==> config.mk <==
export PLATFORM = sky130hd
export DESIGN_NAME = ceil_share_arb
export DESIGN_NICKNAME = d
export VERILOG_FILES = /design/src/rtl/ceil_share_arb.sv
export SDC_FILE = /design/constraint.sdc
export NUM_CORES = 1
export LEC_CHECK = 0
export BUFFER_PORTS_ARGS = -buffer_cell sky130_fd_sc_hd__buf_2
export CORE_ASPECT_RATIO = 0.75
export CORE_MARGIN = 5
export CORE_UTILIZATION = 43
export CTS_BUF_LIST = sky130_fd_sc_hd__clkbuf_16
export DETAILED_ROUTE_END_ITERATION = 10
export PLACE_DENSITY = 0.77
export SLEW_MARGIN = 30
export SYNTH_ARGS = -nofsm -noshare
export SYNTH_HDL_FRONTEND = slang
export SYNTH_SLANG_ARGS = --single-unit
==> constraint.sdc <==
create_clock -name clock -period 1.72 [get_ports clock]
set_clock_uncertainty 0.15 [all_clocks]
set_input_delay 0.086 -clock clock [delete_from_list [all_inputs] [get_ports clock]]
set_output_delay 0.086 -clock clock [all_outputs]
set_load 0.1 [all_outputs]
==> src/rtl/ceil_share_arb.sv <==
// ceil_share_arb: round-robin sharing of one saturating-round (ceil) unit among NREQ requesters.
// Latency: rsp_valid rises LAT+1 edges after the grant edge; one transaction in flight (LAT+3 cycles min).
// Backpressure: response held stable until rsp_ready; no new grant until the arbiter is back in IDLE.
// Ports: clock, rst_n (sync, active-low); req_valid/req_ready/req_data (flattened, DSIZE per requester);
//        rsp_valid/rsp_ready/rsp_data/rsp_id result channel; ceil_indata/ceil_outdata to the unit; busy.
module ceil_share_arb #(
  parameter int NREQ  = 4,
  parameter int IDW   = 2,
  parameter int DSIZE = 16,
  parameter int OSIZE = 8,
  parameter int LAT   = 1
) (
  input  logic                    clock,
  input  logic                    rst_n,
  input  logic [NREQ-1:0]         req_valid,
  output logic [NREQ-1:0]         req_ready,
  input  logic [NREQ*DSIZE-1:0]   req_data,
  output logic                    rsp_valid,
  input  logic                    rsp_ready,
  output logic [OSIZE-1:0]        rsp_data,
  output logic [IDW-1:0]          rsp_id,
  output logic [DSIZE-1:0]        ceil_indata,
  input  logic [OSIZE-1:0]        ceil_outdata,
  output logic                    busy
);

  typedef enum logic [1:0] {IDLE, CALC, WAIT, RESP} state_t;

  // Pointer starts at the last requester so requester 0 is searched first.
  localparam logic [IDW-1:0] PTR_RST = IDW'(NREQ - 1);

  state_t           state_q;
  logic [IDW-1:0]   rr_ptr_q;
  logic [IDW-1:0]   tag_q;
  logic [DSIZE-1:0] indata_q;
  logic [OSIZE-1:0] rsp_data_q;
  logic [IDW-1:0]   rsp_id_q;
  logic             rsp_valid_q;
  logic             busy_q;

  logic             win_vld_d;
  logic [IDW-1:0]   win_idx_d;
  logic [DSIZE-1:0] win_data_d;

  // Round-robin pick: lowest valid index above the pointer wins; if none,
  // wrap around to the lowest valid index at or below it. Descending loop so
  // the last hit in each half is the lowest index.
  logic             hi_vld, lo_vld;
  logic [IDW-1:0]   hi_idx, lo_idx;
  logic [DSIZE-1:0] hi_data, lo_data;

  always_comb begin
    hi_vld  = 1'b0;
    lo_vld  = 1'b0;
    hi_idx  = '0;
    lo_idx  = '0;
    hi_data = '0;
    lo_data = '0;
    for (int i = NREQ - 1; i >= 0; i--) begin
      if (req_valid[i]) begin
        if (IDW'(i) > rr_ptr_q) begin
          hi_vld  = 1'b1;
          hi_idx  = IDW'(i);
          hi_data = req_data[i*DSIZE +: DSIZE];
        end else begin
          lo_vld  = 1'b1;
          lo_idx  = IDW'(i);
          lo_data = req_data[i*DSIZE +: DSIZE];
        end
      end
    end
    win_vld_d  = hi_vld | lo_vld;
    win_idx_d  = hi_vld ? hi_idx  : lo_idx;
    win_data_d = hi_vld ? hi_data : lo_data;
  end

  // Grants only leave IDLE; the response handshake cycle is RESP, so it can
  // never coincide with a grant.
  always_comb begin
    req_ready = '0;
    for (int i = 0; i < NREQ; i++) begin
      req_ready[i] = (state_q == IDLE) && win_vld_d && (win_idx_d == IDW'(i));
    end
  end

  always_ff @(posedge clock) begin
    if (!rst_n) begin
      state_q     <= IDLE;
      rr_ptr_q    <= PTR_RST;
      tag_q       <= '0;
      indata_q    <= '0;
      rsp_data_q  <= '0;
      rsp_id_q    <= '0;
      rsp_valid_q <= 1'b0;
      busy_q      <= 1'b0;
    end else begin
      case (state_q)
        IDLE: begin
          if (win_vld_d) begin
            indata_q <= win_data_d;
            tag_q    <= win_idx_d;
            rr_ptr_q <= win_idx_d;
            busy_q   <= 1'b1;
            state_q  <= CALC;
          end
        end
        CALC: begin
          // Combinational unit: result is already valid on ceil_outdata.
          if (LAT == 0) begin
            rsp_data_q  <= ceil_outdata;
            rsp_id_q    <= tag_q;
            rsp_valid_q <= 1'b1;
            state_q     <= RESP;
          end else begin
            state_q     <= WAIT;
          end
        end
        WAIT: begin
          // Registered unit captured indata at the end of CALC.
          rsp_data_q  <= ceil_outdata;
          rsp_id_q    <= tag_q;
          rsp_valid_q <= 1'b1;
          state_q     <= RESP;
        end
        RESP: begin
          if (rsp_ready) begin
            rsp_valid_q <= 1'b0;
            busy_q      <= 1'b0;
            state_q     <= IDLE;
          end
        end
        default: begin
          state_q <= IDLE;
        end
      endcase
    end
  end

  assign ceil_indata = indata_q;
  assign rsp_valid   = rsp_valid_q;
  assign rsp_data    = rsp_data_q;
  assign rsp_id      = rsp_id_q;
  assign busy        = busy_q;

endmodule
==> out/metrics.cfg <==
[power]
switching_power_w=0.00490
p_clk_share_pct=9.8
ir_drop_uv=1350
combPwrFrac_pct=75.7
p_sw_share_pct=54.6
powerDensity_nw_per_um2=1880
seqPwrFrac_pct=14.5
leakagePower_nw=2.00
p_int_w=0.00407

[place]
place_area_um2=3550
gp_congestion=0.932
place_hpwl_mm=6.76
place_ws_ns=-0.242
placed_cells=521
port-buffer-count=110

[min_path]
hold_class=in2reg

[floorplan]
row_count=24
die_x_um=98.5
die_y_um=76.3
start_util_pct=43.8
core_region_area_um2=5770
io_pins=111
dieArea_um2=7520

[synthesis]
synthCells=317
syn-num-nets=400
yosysSeqAreaShare_pct=27.0
synth_edf_count=0
yosys.cell_count.top_type=nor2_1
yosys.area.top_type_share_pct=27.0
synthArstFlopShare_pct=0
netlist.top_cell.by_area=dfxtp_1
yosysWarnings=0
synth_cell_types=44
synth_top_cells_by_area=dfxtp_1 27%, a221oi_1 7.3%, a21oi_1 6.3%, nor2_1 5.7%, a2111oi_2 5.4%
synth.cell_area_um2=2520
ys_top_cells_by_count=38 x nor2_1, 34 x dfxtp_1, 32 x a21oi_1
ys.flop_type=dfxtp_1
ys_ff_latch=34
syn_avg_cell_area_um2=7.96

[outcome]
outcome=finished with violations
violations=setup timing

[sta]
relSlewSlack_pct=64.7
tightest_slew_ns=0.529
hold_violations=0
period_share_pct=119
clock.fmax_mhz=490
min_period_ns=2.04
finalMaxSlewViolations=0
finalSetupViolCount=20
rsz0062_at_grt=yes
whs_ns=0.0364
layout_setup_ws_ns=-0.319

[setup_path]
start_kind=flip-flop
critPathMaxFanout=7
endpoint_kind=output port
crit_type=reg2out
cp.required_ns=1.48
arrival_ns=1.80

[cts]
clock_sinks=34
clockBufferDepth=2
clkTransAtPathRegs_ns=0.06
numCtsBuffers=5
tritoncts=done
insertion_delay_ns=0.29
htreeDepth=2
cts_root_buf=clkbuf_16

[routing]
vias=3663
drt_iter0_markers=336
postRouteAntennaNets=0
drt-wirelength-per-cell_um=21.6
drcViolationCount=0
viasPerCell=6.26
dr.pass1.iters=7
wl_mm=12.6

[cells_and_area]
drive_gt1_share_pct=52.9
final_area_um2=4770
nets=589
antenna_cells=0
stdcell_count=585
area_growth_pct=88.9
fillers=315

[global_route]
grt_overflow=0
antenna_found_initial=0
first_global_vias=3269
grt_pass1_wl_mm=16.6
track_usage_pct=27.3
grt_max_degree=20

[run]
drv_cap=0

==> timing repair <==
item                                   in CTS  in global routing
pin swaps                                  19                 34
setup endpoints to repair                  22                 24
gates cloned                                1                  3
gates resized for setup                    33                 65
hold buffers                               33                  1
endpoints found under the hold margin      24                  1
buffers inserted                           11                 10
==> kinds of logic after synthesis <==
logic type / share of synthesized area (%)
adders and majority gates: 1.98
DFF: 27.0
AOI/OAI and AO/OA: 37.7
and+or+nand+nor: 21.4
buffers and inverters: 7.59
muxes: 4.36
==> worst paths after layout <==
check,end,depth (start not counted),slack [ns],start
min,rsp_valid$_SDFFE_PN0P_,4,0.04,rsp_ready
max,req_ready[3],5,-0.32,rr_ptr_q[0]$_SDFFE_PN1P_
max reg2reg,ceil_indata[7]$_SDFFE_PN0P_,8,-0.23,rr_ptr_q[0]$_SDFFE_PN1P_
min reg2reg,rsp_data[5]$_SDFFE_PN0P_,2,0.34,rsp_data[5]$_SDFFE_PN0P_
==> stage by stage <==
| stage | utilization (%) | TNS (ns) | total power (W) |
|---|---|---|---|
| global route | 82.7 | -4.66 | 0.00926 |
| detailed placement | 61.6 | -2.55 | 0.00659 |
| floorplan | - | -0.766 | 0.00519 |
| global placement | 61.6 | -1.37 | 0.00652 |
| finish | 82.7 | -3.76 | 0.00897 |
| CTS | 73.6 | -2.82 | 0.00788 |
==> flip-flops by register name (all words and copies together) (netlist names) <==
| name | flops |
|---|---|
| busy | 1 |
| ceil_indata | 16 |
| rr_ptr_q | 2 |
| rsp_data | 8 |
| rsp_id | 2 |
| rsp_valid | 1 |
| state_q | 2 |
| tag_q | 2 |
==> critical path, stage by stage (launching register included) <==
cell and delay (ns):
dfxtp_4 0.36, buf_6 0.14, nor3b_4 0.07, or4_4 0.59, nor2b_4 0.17, buf_12 0.18
==> placed cells by master, fill, tap and decap left out, types with 5 or more instances in the layout <==
cell type,count
a2111oi_4,6
nor2b_4,5
buf_2,107
o21ai_0,21
a211oi_2,7
nor4_4,6
a221oi_2,8
a31oi_1,6
nor4_2,8
buf_4,41
buf_12,10
nand2_1,31
a221oi_1,12
mux2i_1,11
nor2_1,35
dlygate4sd3_1,34
a21oi_1,28
buf_6,14
dfxtp_1,32
clkbuf_16,7
==> final cells by class <==
class	instances	area, µm²	area share (%)
clock buffers	5	125	2.62
clock inverters	3	12.5	0.262
inverters	5	18.8	0.394
multi-input cells	248	2170	45.6
flip-flops and latches	34	688	14.4
well taps	78	97.6	2.05
repair buffers	212	1650	34.6
==> power by group through the flow <==
stage	sequential [W]	clock [W]	combinational, W
4_1_cts	0.00126	0.000872	0.00575
6_report	0.00130	0.000876	0.00679
5_1_grt	0.00133	0.000915	0.00702
2_1_floorplan	0.00298	0	0.00221
3_3_place_gp	0.00129	0	0.00524
3_5_place_dp	0.00128	0	0.00531
==> layer usage <==
metal  part of all wire (%)  wire length [µm]  GRT usage [%]
met1                     38              4750           34.6
met2                     48              6100           45.5
met3                    9.5              1200           7.69
met4                    4.6               583           6.96
met5                      0                 0              0
Note: power is estimated with default switching activity, not from simulation.
